==> src/rtl/des_pkg.sv <==
// Shared DES definitions: data/key widths and the load-controller state encoding.
package des_pkg;

  localparam int DES_BLOCK_W = 64;
  localparam int DES_KEY_W   = 64;

  // Width of the inline latency counter; holds any core latency from 1 to 15.
  localparam int LAT_CNT_W = 4;

  typedef enum logic [1:0] {
    IDLE = 2'd0,
    LOAD = 2'd1,
    WAIT = 2'd2,
    HOLD = 2'd3
  } des_state_e;

endpackage

==> src/rtl/des_load_ctrl.sv <==
// DES load controller: accepts one block/key pair at a time, pulses the core,
// waits a fixed core latency, captures the result and holds it until taken.
module des_load_ctrl
  import des_pkg::*;
#(
  parameter int CORE_LATENCY = 2,
  parameter int CNT_W        = 16
) (
  input  logic                   clk,
  input  logic                   reset,
  input  logic                   in_valid,
  output logic                   in_ready,
  input  logic [DES_BLOCK_W-1:0] in_data,
  input  logic [DES_KEY_W-1:0]   in_key,
  output logic                   core_load,
  output logic [DES_BLOCK_W-1:0] core_data,
  output logic [DES_KEY_W-1:0]   core_key,
  input  logic [DES_BLOCK_W-1:0] core_result,
  output logic                   out_valid,
  input  logic                   out_ready,
  output logic [DES_BLOCK_W-1:0] out_data,
  output logic                   busy,
  output logic [CNT_W-1:0]       block_count
);

  // Counter start value; CORE_LATENCY must lie in 1..15 to fit the counter.
  localparam logic [LAT_CNT_W-1:0] LAT_INIT = LAT_CNT_W'(CORE_LATENCY);

  des_state_e             r_state;
  des_state_e             w_nextState;
  logic [LAT_CNT_W-1:0]   r_latCnt;
  logic [DES_BLOCK_W-1:0] r_coreData;
  logic [DES_KEY_W-1:0]   r_coreKey;
  logic [DES_BLOCK_W-1:0] r_outData;
  logic [CNT_W-1:0]       r_blockCount;

  logic w_accept;
  logic w_startCnt;
  logic w_capture;
  logic w_handshake;

  // Next-state decode plus the one-cycle strobes that drive the datapath registers.
  always_comb begin
    w_nextState = r_state;
    w_accept    = 1'b0;
    w_startCnt  = 1'b0;
    w_capture   = 1'b0;
    w_handshake = 1'b0;
    case (r_state)
      IDLE: begin
        if (in_valid) begin
          w_accept    = 1'b1;
          w_nextState = LOAD;
        end
      end
      LOAD: begin
        w_startCnt  = 1'b1;
        w_nextState = WAIT;
      end
      WAIT: begin
        // A count of 1 marks cycle L+CORE_LATENCY, the one cycle the core result is valid.
        if (r_latCnt <= LAT_CNT_W'(1)) begin
          w_capture   = 1'b1;
          w_nextState = HOLD;
        end
      end
      HOLD: begin
        if (out_ready) begin
          w_handshake = 1'b1;
          w_nextState = IDLE;
        end
      end
      default: begin
        w_nextState = IDLE;
      end
    endcase
  end

  // State register; reset abandons whatever block is in flight.
  always_ff @(posedge clk) begin
    if (reset) begin
      r_state <= IDLE;
    end else begin
      r_state <= w_nextState;
    end
  end

  // Latency counter: loaded while the core is pulsed, counts down through WAIT.
  always_ff @(posedge clk) begin
    if (reset) begin
      r_latCnt <= '0;
    end else if (w_startCnt) begin
      r_latCnt <= LAT_INIT;
    end else if (r_state == WAIT && r_latCnt != '0) begin
      r_latCnt <= r_latCnt - LAT_CNT_W'(1);
    end
  end

  // Block/key presented to the core; only changes on an IDLE acceptance.
  always_ff @(posedge clk) begin
    if (reset) begin
      r_coreData <= '0;
      r_coreKey  <= '0;
    end else if (w_accept) begin
      r_coreData <= in_data;
      r_coreKey  <= in_key;
    end
  end

  // Result register; stays put through HOLD no matter what the core does.
  always_ff @(posedge clk) begin
    if (reset) begin
      r_outData <= '0;
    end else if (w_capture) begin
      r_outData <= core_result;
    end
  end

  // Completed-handshake counter; wraps naturally at its width.
  always_ff @(posedge clk) begin
    if (reset) begin
      r_blockCount <= '0;
    end else if (w_handshake) begin
      r_blockCount <= r_blockCount + CNT_W'(1);
    end
  end

  assign in_ready    = (r_state == IDLE);
  assign core_load   = (r_state == LOAD);
  assign out_valid   = (r_state == HOLD);
  assign busy        = (r_state != IDLE);
  assign core_data   = r_coreData;
  assign core_key    = r_coreKey;
  assign out_data    = r_outData;
  assign block_count = r_blockCount;

endmodule

==> config.mk <==
export PLATFORM = sky130hd
export DESIGN_NAME = des_load_ctrl
export DESIGN_NICKNAME = d
export VERILOG_FILES = /design/src/rtl/des_pkg.sv /design/src/rtl/des_load_ctrl.sv
export SDC_FILE = /design/constraint.sdc
export NUM_CORES = 1
export LEC_CHECK = 0
export CORE_AREA = 8 8 153 155
export DETAILED_ROUTE_END_ITERATION = 16
export DIE_AREA = 0 0 161 163
export PLACE_DENSITY = 0.86
export SYNTH_ARGS = -nofsm -noshare
export SYNTH_HDL_FRONTEND = slang
export SYNTH_SLANG_ARGS = --single-unit
==> constraint.sdc <==
create_clock -name clk -period 2.1 [get_ports clk]
set_input_delay 0.21 -clock clk [delete_from_list [all_inputs] [get_ports clk]]
set_output_delay 0.21 -clock clk [all_outputs]
set_load 0.1 [all_outputs]
**Word level (Yosys, flattened, before mapping)**

Cells that the tools add are included.

- Bits of input ports: 196
- RAM bits: 0
- Memories kept: 0
- Memory bits (read-only): 0
- Bits in latches: 0
- Output and inout port bits: 212
- Register bits after elaboration: 214

- Equal/unequal tests: 6
- Order comparisons: 1
- Shifts and indexed selects: 0
- Multipliers: 0
- Multiplexer cells: 13
- Div/mod/pow operators: 0
- Reductions and logical operators: 7
- Bitwise gates (word level): 0
- Add/sub/neg operators: 2

Operators by type and width:

| kind | count |
|---|---|
| 16-bit by 1-bit adder with 16-bit output, second input constant | 1 |
| 2-bit 2-to-1 mux | 5 |
| 2-bit case mux with 4 select lines | 1 |
| 1-bit 2-to-1 mux | 7 |
| 2-bit == test, second input constant | 2 |
| 4-bit by 1-bit less-or-equal comparator with 1-bit output, second input constant | 1 |
| 2-bit inequality test, second input constant | 2 |
| 2-bit nonzero test | 2 |
| 4-bit nonzero test | 1 |
| 4-bit by 1-bit subtractor with 4-bit output, second input constant | 1 |
| 3-bit AND reduction | 1 |
| 2-bit by 1-bit == test with 1-bit output, second input constant | 1 |
| 2-bit logical NOT | 1 |
| 2-bit by 1-bit inequality test with 1-bit output, second input constant | 1 |
| 2-bit OR reduction | 1 |
| 1-bit logical AND | 1 |

**Depth between registers and ports, before layout**

Gate-level depths: netlist of run 1.

- Depth in word-level cells: 4
- Depth in mapped cells: 8

**Least setup slack after synthesis of run 1**

No wires, ideal clock.

- Path kind: register to register
- Start point: reg r_state[0]
- End point: reg r_state[1]
- Period minus slack after synthesis: 2.675 ns
- Data arrival time: 2.604 ns
- Cell stages (with the launch flop): 7
- Library setup time: 0.070 ns
- Data required time: 2.030 ns
- Setup slack: -0.575 ns
- Cell sequence: dfxtp_1 -> inv_1 -> ha_1 -> inv_1 -> a2bb2oi_1 -> a21o_1 -> a21oi_1

- Cells in the longest elaborated chain, start to end: 3
- Elaborated cells between the ends (all ways): 9
- Classes of those cells: eq/ne (6); mux (1); reduce/logical (2)

Ends and longest elaborated chain:

| what | line | RTL |
|---|---|---|
| from (decl) | des_load_ctrl.sv:29 | `des_state_e r_state;` |
| from (signal assigned) | des_load_ctrl.sv:84 | `r_state <= w_nextState;` |
| 2-bit logical NOT (*) | - |  |
| via in_ready | des_load_ctrl.sv:12 | `output logic in_ready,` |
| 2-bit inequality test (no source line) | - |  |
| 3-bit AND reduction (no source line) | - |  |

Mark *: on every way through the listed nets, which the timed path passes. The rest lies on a longest branch.
A chain may end at the register's enable or synchronous reset.

**Worst setup path in the final report of run 1**

- Start point: reg r_state[1]
- End point: out core_load

- Cells in the longest elaborated chain, start to end: 1

Ends and longest elaborated chain:

| what | line | RTL |
|---|---|---|
| 2-bit by 1-bit == test with 1-bit output | des_load_ctrl.sv:129 | `assign core_load = (r_state == LOAD);` |
| to (decl) | des_load_ctrl.sv:15 | `output logic core_load,` |

No other way between the ends.

==> summary.txt, run 1 <==
Outcome
  • Status: finished, final reports clean

Power and ir drop
  • Worst vdd ir: between 0.0009 and 0.001 V
  • Final Power: between 15 and 20 mW
  • Leak Pwr: ~5.1 nW
  • Pwr dens: 1470 nW/um^2

Worst setup path
  • Top delay family on crit path: buffers and inverters
  • Worst EP required: between 1.5 and 2 ns
  • CP max stage delay: ~0.35 ns
  • Setup crit end kind: output pin
  • CP Class: register to output pin
  • Critical Path AT: about 1.6 ns
  • CP bufs+invs: 2
  • Worst-path maximum fanout: 5
  • CP Launch Type: register
  • Slowest CP cell: dfxtp_1
  • Cells along the critical path: inv_1 -> ha_1 -> buf_12

Clocking
  • Clock tree buffer depth: 3
  • # H-tree levels: 1
  • CTS tree: done
  • Post-CTS Setup Repair Bufs: 0
  • Clock latency at the later pin of the worst-skew pair: roughly 0.50 ns
  • Clock root cell: clkbuf_16
  • CTS buffer count: 22
  • CTS Sinks: around 210
  • Clock Pin Slew Worst Setup and Hold Paths: around 0.06 ns
  • Post-CTS sizing: 0
  • Cts hold-fix bufs: 0

Floorplan
  • Die X: 161 um
  • I/O pin cnt: slightly above 400
  • Die ar.: ~26000 um^2
  • Core Area: 20800 um^2
  • Die height: approximately 160 um
  • Starting Density: 0.366
  • Site Rows: 53

Synthesis
  • Compound-gate portion of the synthesized area: 0.141
  • Sequential area share after synthesis: 0.562
  • Post-synthesis xor/xnor area fraction: 0.0149
  • Synth Area in Adders: 0.0148
  • Mean Syn Cell Area: around 7.9 um^2
  • Unique masters post-synth: 30
  • Synthesized cell area: 7620 um^2
  • Post-synthesis cell count: around 960
  • Syn nets: 1168
  • Mux contribution to synthesized area: 0
  • Simple-Gate Fraction of Synth Area: 0.230
  • Syn. warnings: 0
  • Yosys reg bits: approximately 210
  • Main combinational cell family by area after synthesis: simple AND/OR/NAND/NOR gates

Finish
  • Number of fillers in the final layout: approximately 1700
  • Share of cells above drive strength 1: 0.214
  • Layout Area Growth over Synthesis: 63.5%
  • Final core utilization: 0.598
  • Final #Nets: between 1500 and 2000
  • ANT cells: 0

STA
  • Peak Freq: 0.564 GHz
  • Worst hold margin: between 0.06 and 0.07 ns
  • Max Slew Vio Count: 0
  • Clock skew: roughly 0.0092 ns
  • Final setup fails: 0
  • Final Hold Fails: 0
  • Minimum clock period: between 1.5 and 2 ns
  • RSZ-0062 raised after global routing: false
  • Setup TNS: 0 ns
  • Worst Max-Slew Pin Slew: 0.416 ns
  • Final Cycle Share: 0.845
  • Headroom to the max-slew limit: 0.720
  • Setup WS post-layout: ~0.33 ns

Routing
  • WL/cell: 16.5 um
  • First-pass detailed-route iteration total: 6
  • Routed Antenna Nets: 0
  • Total Wirelength: 27.0 mm
  • DRC: 0
  • Via density: 4.77
  • DRT iter0 DRCs: between 400 and 500
  • DR vias: a little under 8000

Run
  • # Max-Cap Violations: 0

Global route
  • Total grt overflow: 0
  • Largest net degree at the start of global routing: 65
  • First-pass GRT wire length: 41.6 mm
  • Vias in the first global route: a little under 8000
  • Antenna violations before repair: 0
  • GRT Util Overall: 0.192

Place
  • Hpwl dp: ~20 mm
  • Buffers on Ports: 407
  • Placer Congestion: between 0.7 and 0.8
  • Pre-CTS setup slack: 0.195 ns

Min path
  • Worst hold path class: input port to register
==> metrics by stage <==
step	area, um^2	cells
3_3_place_gp	11600	1598
2_1_floorplan	7660	963
6_report	12500	1638
5_1_grt	12500	1638
4_1_cts	12500	1638
3_5_place_dp	11600	1598
==> routing by layer <==
metal,vias to the layer above,global-route usage,wire (um)
met5,-,0,0
met1,3574,0.208,10000
met3,51,0.0763,2710
met4,0,0.0623,702
met2,321,0.340,13500
li1,3875,-,-
==> synthesized netlist by cell type <==
cell	count	area (um^2)
buf_1	7	26.3
nand4_2	1	12.5
ha_1	9	113
nor3_1	7	35.0
nor4_1	4	25.0
nand4_1	2	12.5
and3b_1	1	8.76
or3_4	1	11.3
nand2_1	391	1470
nor2_1	13	48.8
a21o_1	1	7.51
nand3b_1	1	7.51
o21ai_0	4	20.0
xnor2_1	10	87.6
or3b_2	1	8.76
and2_1	2	12.5
o31ai_1	2	15.0
a21oi_1	202	1010
a2bb2oi_1	1	8.76
nand3_2	1	10.0
dfxtp_1	214	4280
inv_1	10	37.5
or3_1	5	31.3
clkbuf_1	59	221
o21ba_2	1	10.0
or4_1	1	7.51
nor3b_1	1	7.51
and4_1	1	8.76
xor2_1	3	26.3
nand3_1	7	35.0
==> worst register-to-register path, stage by stage (launching register included) <==
cell and delay (ns):
dfxtp_1 0.43, ha_4 0.21, nand4_2 0.11, or3_4 0.37
or4_1 0.41, a21oi_1 0.15
==> power by group <==
group          leakage [nW]  internal [mW]  switching [mW]
Sequential             1.75           4.70           0.357
Clock                 0.436           3.08            1.60
Combinational          2.87           1.96            6.58
Total                  5.06           9.75            8.53
==> flip-flops by register name, indices dropped and copies added (netlist names) <==
signal       flops
block_count     16
r_latCnt         4
core_key        64
out_data        64
r_state          2
core_data       64
==> kinds of logic after synthesis <==
group           Yosys count
simple gates            440
buf+inv                  76
xor+xnor                 13
compound gates          211
fa+ha+maj                 9
flops                   214
==> cell type report <==
| cell class | instances | area (um^2) | share of cell area |
|---|---|---|---|
| Clock buffer | 28 | 624 | 0.0501 |
| Inverter | 10 | 41.3 | 0.00332 |
| Tap cell | 275 | 344 | 0.0276 |
| Sequential cell | 214 | 4300 | 0.345 |
| Multi-Input combinational cell | 673 | 3090 | 0.248 |
| Clock inverter | 12 | 260 | 0.0209 |
| Timing Repair Buffer | 426 | 3800 | 0.305 |
==> layout by cell type, fill, tap and decap left out, types with 8 or more instances in the layout <==
cell	synthesis	final
bufinv_16	0	8
buf_4	0	222
a21oi_1	202	202
xnor2_1	10	10
dfxtp_1	214	203
clkbuf_16	0	23
nand2_1	391	390
clkdlybuf4s50_1	0	194
dfxtp_2	0	11
buf_12	0	9
nor2_1	13	13
inv_1	10	9
==> final timing paths <==
check	endpoint	start	slack, ns	depth (start not counted)
min	block_count[3]	reset	0.06	2
max reg2reg	block_count[15]	r_state[0]	0.35	5
min reg2reg	core_key[54]	core_key[54]	0.45	2
max	core_load	r_state[1]	0.33	3
No activity file was read; power rests on OpenSTA's default activity.
==> run 2, diff against run 1 <==
Clock period 2.1 ns to 1.8 ns, I/O delays scaled along.
==> summary.txt, run 2 (same netlist as run 1, synthesis figures left out) <==
Outcome
  • Status: finished, final reports clean

Worst setup path
  • CP bufs+invs: 0 (-2)
  • Reg2reg path depth: 5 (unchanged)
  • Critical Path End: block_count[15]
  • CP Class: register to register
  • Reg-to-reg slack, setup: 0.09 ns (-0.26 ns)
  • Worst-path maximum fanout: 6 (+1)
  • Reg-to-reg startpoint: r_state[0]
  • Setup crit end kind: register
  • CP max stage delay: 0.40 ns (+0.05 ns)
  • Worst Setup SP: r_state[0]
  • Critical path depth in cells: 5 (+2)
  • CP Launch Type: register
  • Worst r2r dst: block_count[15]
  • Cells along the critical path: ha_4 -> nand4_2 -> or3_4 -> or4_1 -> a21oi_1
  • Worst EP required: 2.24 ns (+0.35 ns)
  • Critical Path AT: 2.15 ns (+0.59 ns)
  • Slowest CP cell: or4_1
  • Top delay family on crit path: simple AND/OR/NAND/NOR gates

Finish
  • Most common cell after layout, fill and taps aside: nand2_1
  • Commonest cells after routing, fill and taps aside: nand2_1 (390), buf_4 (222), a21oi_1 (202)
  • Layout Area Growth over Synthesis: 64.6%
  • Final #Nets: 1561 (+0.58%)
  • Final core utilization: 0.602 (+0.00409)
  • Share of cells above drive strength 1: 0.222 (+0.00734)
  • ANT cells: 0 (unchanged)
  • Final instance area: 12500 um^2 (+0.68%)

STA
  • Peak Freq: roughly 0.59 GHz
  • Worst hold margin: 0.0717 ns (+0.0109 ns)
  • Clock skew: 0.0150 ns (+0.00583 ns)
  • Final setup fails: 0 (unchanged)
  • Setup TNS: 0 ns (unchanged)
  • Final Cycle Share: 0.949
  • Max Slew Vio Count: 0 (unchanged)
  • Worst Max-Slew Pin Slew: 0.445 ns (+0.0291 ns)
  • Minimum clock period: ~1.7 ns
  • RSZ-0062 raised after global routing: false
  • Final Hold Fails: 0 (unchanged)
  • Headroom to the max-slew limit: 0.703 (-0.0168)

Routing
  • DRC: 0 (unchanged)
  • Via density: 4.82 (+0.99%)
  • First-pass detailed-route iteration total: 5 (-1)
  • Total Wirelength: 28.8 mm (+6.8%)
  • DR vias: 7942 (+1.5%)
  • Routed Antenna Nets: 0 (unchanged)
  • DRT iter0 DRCs: 597 (+30%)
  • WL/cell: 17.5 um (+6.2%)

Global route
  • Antenna violations before repair: 0 (unchanged)
  • Total grt overflow: 0 (unchanged)
  • GRT Util Overall: 0.201 (+0.00806)
  • Largest net degree at the start of global routing: 65 (unchanged)
  • Vias in the first global route: 7833 (+0.20%)
  • First-pass GRT wire length: 42.7 mm (+2.5%)

Power and ir drop
  • Worst vdd ir: 0.00108 V (+14%)
  • Pwr dens: 1680 nW/um^2 (+15%)
  • Leak Pwr: 5.08 nW (+0.40%)

Floorplan
  • Core Area: 20800 um^2 (unchanged)
  • Starting Density: 0.366 (unchanged)
  • Die ar.: 26200 um^2 (unchanged)
  • Die X: 161 um (unchanged)
  • Die height: 163 um (unchanged)
  • Site Rows: 53 (unchanged)
  • I/O pin cnt: 408 (unchanged)

Place
  • Hpwl dp: 20.9 mm (+5.0%)
  • Placer Congestion: 0.836 (+5.3%)
  • Buffers on Ports: 407 (unchanged)
  • Placed Area: 11700 um^2 (+1.2%)

Clocking
  • Clock tree buffer depth: 3 (unchanged)
  • CTS tree: done
  • # H-tree levels: 1 (unchanged)
  • Cts hold-fix bufs: 0 (unchanged)
  • Clock Pin Slew Worst Setup and Hold Paths: 0.06 ns (about the same)
  • CTS buffer count: 24 (+9.1%)
  • Clock root cell: clkbuf_16
  • CTS Sinks: 214 (unchanged)
  • Clock latency at the later pin of the worst-skew pair: 0.51 ns (about the same)

Min path
  • Worst hold path class: input port to register

Run
  • # Max-Cap Violations: 0 (unchanged)
==> run 2: changes by cell type in the layout (fill, tap and decap cells not counted), sizes merged <==
cell / change
buf: +6
inv: +1
bufinv: -6
clkinvlp: +1
clkinv: -3
clkbuf: +10
==> run 2: area by class of cell <==
class	instances	area [um^2]
fillers	1732	8280
flip-flops and latches	214	4320
clock inverters	5	78.8
multi-input cells	673	3090
well taps	275	344
inverters	10	41.3
clock buffers	37	721
repair buffers	433	3940
==> run 2: repair_timing <==
action | 4_1_cts | 5_1_grt
resized for setup | 0 | 3
endpoints found under the setup margin | 0 | 51
setup buffers | 0 | 2
endpoints found under the hold margin | 0 | 0
==> run 2: metrics by stage <==
step / cells / setup WS, ns / power [mW]
2_1_floorplan: 963 / -0.139 / 13.4
3_3_place_gp: 1602 / 0.0319 / 16.1
3_5_place_dp: 1602 / -0.0155 / 16.2
4_1_cts: 1644 / 0.0438 / 21.2
5_1_grt: 1647 / 0.000673 / 21.9
6_report: 1647 / 0.0915 / 21.1
==> run 2: worst reg2reg max path: cells and delay by family (launching register included) <==
kind | cells | cell delay, ns
AO/OA/AOI/OAI | 1 | 0.14
adder cells (fa/ha/maj) | 1 | 0.22
flip-flops | 1 | 0.39
AND/OR/NAND/NOR | 3 | 0.89
==> run 2: worst min path at each step <==
stage / from / slack, ns / depth (start not counted) / to
after global routing: reset / 0.09 / 2 / core_data[31]
after CTS: reset / 0.07 / 2 / core_data[63]
after global placement: core_key[35] / 0.44 / 2 / core_key[35]
after detailed placement: out_data[50] / 0.45 / 2 / out_data[50]
final: reset / 0.07 / 2 / core_data[18]
after floorplan: in_data[0] / 0.32 / 2 / core_data[0]
==> run 2: layer usage <==
layer	part of all wire	GRT usage	up-vias
li1	-	-	3905
met1	0.37	0.217	3638
met2	0.51	0.364	346
met3	0.095	0.0637	53
met4	0.028	0.0665	0
met5	0	0	-
==> run 2: report_power, final <==
group,switching [mW],internal (mW)
Combinational,7.81,2.44
Sequential,0.411,5.48
Clock,1.91,3.03
==> run 3, diff against run 2 <==
Settings changed: CORE_AREA 8 8 153 155 to not set, CORE_MARGIN set to 8, CORE_UTILIZATION set to 25, DIE_AREA 0 0 161 163 to not set, PLACE_DENSITY 0.86 to 0.65.
==> summary.txt, run 3 (same netlist as run 1, synthesis figures left out) <==
Outcome
  • Status: finished, final reports clean

Power and ir drop
  • Switching part of the total: 0.481 (about the same)
  • Worst vdd ir: 0.000890 V (-17%)
  • Net switching power: 10.2 mW (+0.47%)
  • Seq pwr share: 0.279 (about the same)
  • Leak Pwr: 5.15 nW (+1.5%)
  • Pwr dens: 1650 nW/um^2 (-1.6%)
  • Logic pwr share: 0.485 (about the same)
  • Final Power: 21.2 mW (+0.48%)
  • Clock Power Share: 0.236 (+0.002)
  • Internal: 11.0 mW (+0.50%)

Routing
  • First-pass detailed-route iteration total: 4 (-1)
  • Via density: 4.37 (-9.5%)
  • WL/cell: 16.2 um (-7.3%)
  • Routed Antenna Nets: 0 (unchanged)
  • DRT iter0 DRCs: 230 (-61%)
  • Total Wirelength: 28.8 mm (+0.13%)
  • DRC: 0 (unchanged)
  • DR vias: 7766 (-2.2%)

Worst setup path
  • CP Class: register to output pin
  • Worst-path maximum fanout: 5 (-1)
  • Slowest CP cell: dfxtp_2
  • Worst EP required: 1.62 ns (-0.62 ns)
  • CP Launch Type: register
  • Setup crit end kind: output pin
  • Critical Path AT: 1.51 ns (-0.64 ns)
  • CP max stage delay: 0.34 ns (-0.06 ns)
  • Cells along the critical path: inv_2 -> ha_1 -> buf_12

Floorplan
  • Die X: 191 um (+18%)
  • Die height: 191 um (+17%)
  • Die ar.: 36300 um^2 (+38%)
  • Core Area: 30300 um^2 (+45%)
  • Starting Density: 0.252 (-0.114)
  • Site Rows: 64 (+21%)
  • I/O pin cnt: 408 (unchanged)

Global route
  • Total grt overflow: 0 (unchanged)
  • Antenna violations before repair: 1 (+1)
  • GRT met1 Usage: 0.164 (-0.0531)
  • First-pass GRT wire length: 43.2 mm (+1.2%)
  • GRT Util Overall: 0.145 (-0.0551)
  • Met2 Usage GRT: 0.258 (-0.107)
  • M3 GR Usage: 0.0481 (-0.0156)
  • Peak-usage layer in the global routing report: met2
  • Largest net degree at the start of global routing: 74 (+14%)
  • Vias in the first global route: 7750 (-1.1%)

STA
  • Max Slew Vio Count: 0 (unchanged)
  • Peak Freq: 0.591 GHz (+0.93%)
  • Minimum clock period: 1.69 ns (-0.0157 ns)
  • Headroom to the max-slew limit: 0.723 (+0.0196)
  • Worst Max-Slew Pin Slew: 0.412 ns (-0.0329 ns)
  • Worst hold margin: 0.210 ns (+0.139 ns)
  • Final setup fails: 0 (unchanged)
  • Final Cycle Share: 0.940 (-0.00872)
  • Final Hold Fails: 0 (unchanged)
  • Clock skew: 0.00696 ns (-0.00807 ns)
  • RSZ-0062 raised after global routing: false
  • Setup WS post-layout: 0.107 ns (+0.0157 ns)

Clocking
  • CTS tree: done
  • CTS Sinks: 214 (unchanged)
  • Clock Pin Slew Worst Setup and Hold Paths: 0.06 ns (about the same)
  • Clock latency at the later pin of the worst-skew pair: 0.51 ns (about the same)
  • Clock root cell: clkbuf_16
  • CTS buffer count: 25 (+4.2%)
  • # H-tree levels: 1 (unchanged)
  • Clock tree buffer depth: 3 (unchanged)

Finish
  • Final instance area: 12800 um^2 (+2.1%)
  • Layout Area Growth over Synthesis: 68.1%
  • Final #Nets: 1571 (+0.64%)
  • Commonest cells after routing, fill and taps aside: nand2_1 (390), buf_4 (228), a21oi_1 (202)
  • Share of cells above drive strength 1: 0.231 (+0.00908)
  • ANT cells: 0 (unchanged)
  • Most common cell after layout, fill and taps aside: nand2_1
  • Number of fillers in the final layout: 3045 (+76%)
  • Final Instance Count excl. Fillers: 1779 (+8.0%)

Place
  • Placer Congestion: 0.776 (-7.1%)
  • Pre-CTS setup slack: -0.0133 ns (+0.00219 ns)
  • Buffers on Ports: 407 (unchanged)
  • Placed cells: 1729 (+7.9%)
  • Hpwl dp: 20.6 mm (-1.5%)
  • Placed Area: 11900 um^2 (+1.6%)

Run
  • # Max-Cap Violations: 0 (unchanged)

Min path
  • Worst hold path class: input port to register
## run 3: area by class of cell
cell class / count / area [um^2] / share of cell area
timing repair buffer: 442 / 4020 / 0.314
clock inverter: 7 / 67.6 / 0.00528
clock buffer: 37 / 761 / 0.0594
sequential: 214 / 4320 / 0.338
multi-input combinational: 673 / 3090 / 0.242
tap: 396 / 495 / 0.0387
inverter: 10 / 41.3 / 0.00322
## run 3: layer usage
metal,vias to the layer above,share of wire
li1,3918,-
met1,3542,0.40
met2,259,0.49
met3,45,0.080
met4,2,0.027
met5,-,0.00045
## run 3: per-stage QoR
| step | utilization | TNS, ns |
|---|---|---|
| after floorplan | - | -0.376 |
| after global placement | 0.393 | -0.0151 |
| after detailed placement | 0.393 | -0.0133 |
| after CTS | 0.420 | 0 |
| after global routing | 0.423 | 0 |
| final | 0.423 | 0 |
## run 3: worst max-delay path, delay by kind of cell, from the launching register on
kind	cells	cell delay, ns
adders and majority gates	1	0.33
DFF	1	0.34
buffers and inverters	2	0.32
## run 3: final timing paths
| check | startpoint | to | slack, ns | cells past startpoint |
|---|---|---|---|---|
| worst min-delay path | in_data[37] | core_data[37] | 0.21 | 3 |
| worst max-delay path | r_state[1] | core_load | 0.11 | 3 |
| worst min register to register | core_key[16] | core_key[16] | 0.45 | 2 |
| worst max register to register | r_latCnt[0] | out_data[31] | 0.14 | 9 |
## run 3: power groups by stage
| stage | clock (mW) | combinational (mW) | sequential, mW |
|---|---|---|---|
| floorplan | 0 | 2.45 | 11.0 |
| global placement | 0 | 10.2 | 5.96 |
| detailed placement | 0 | 10.2 | 6.00 |
| CTS | 5.21 | 10.2 | 5.90 |
| global route | 5.38 | 10.8 | 6.00 |
| finish | 5.01 | 10.3 | 5.90 |
## run 3: what timing repair did
action                                  4_1_cts  5_1_grt
hold endpoints to repair                     22        0
buffers inserted                              0        2
endpoints found under the setup margin        0       52
resized for setup                             0        5
hold buffers                                  1        0
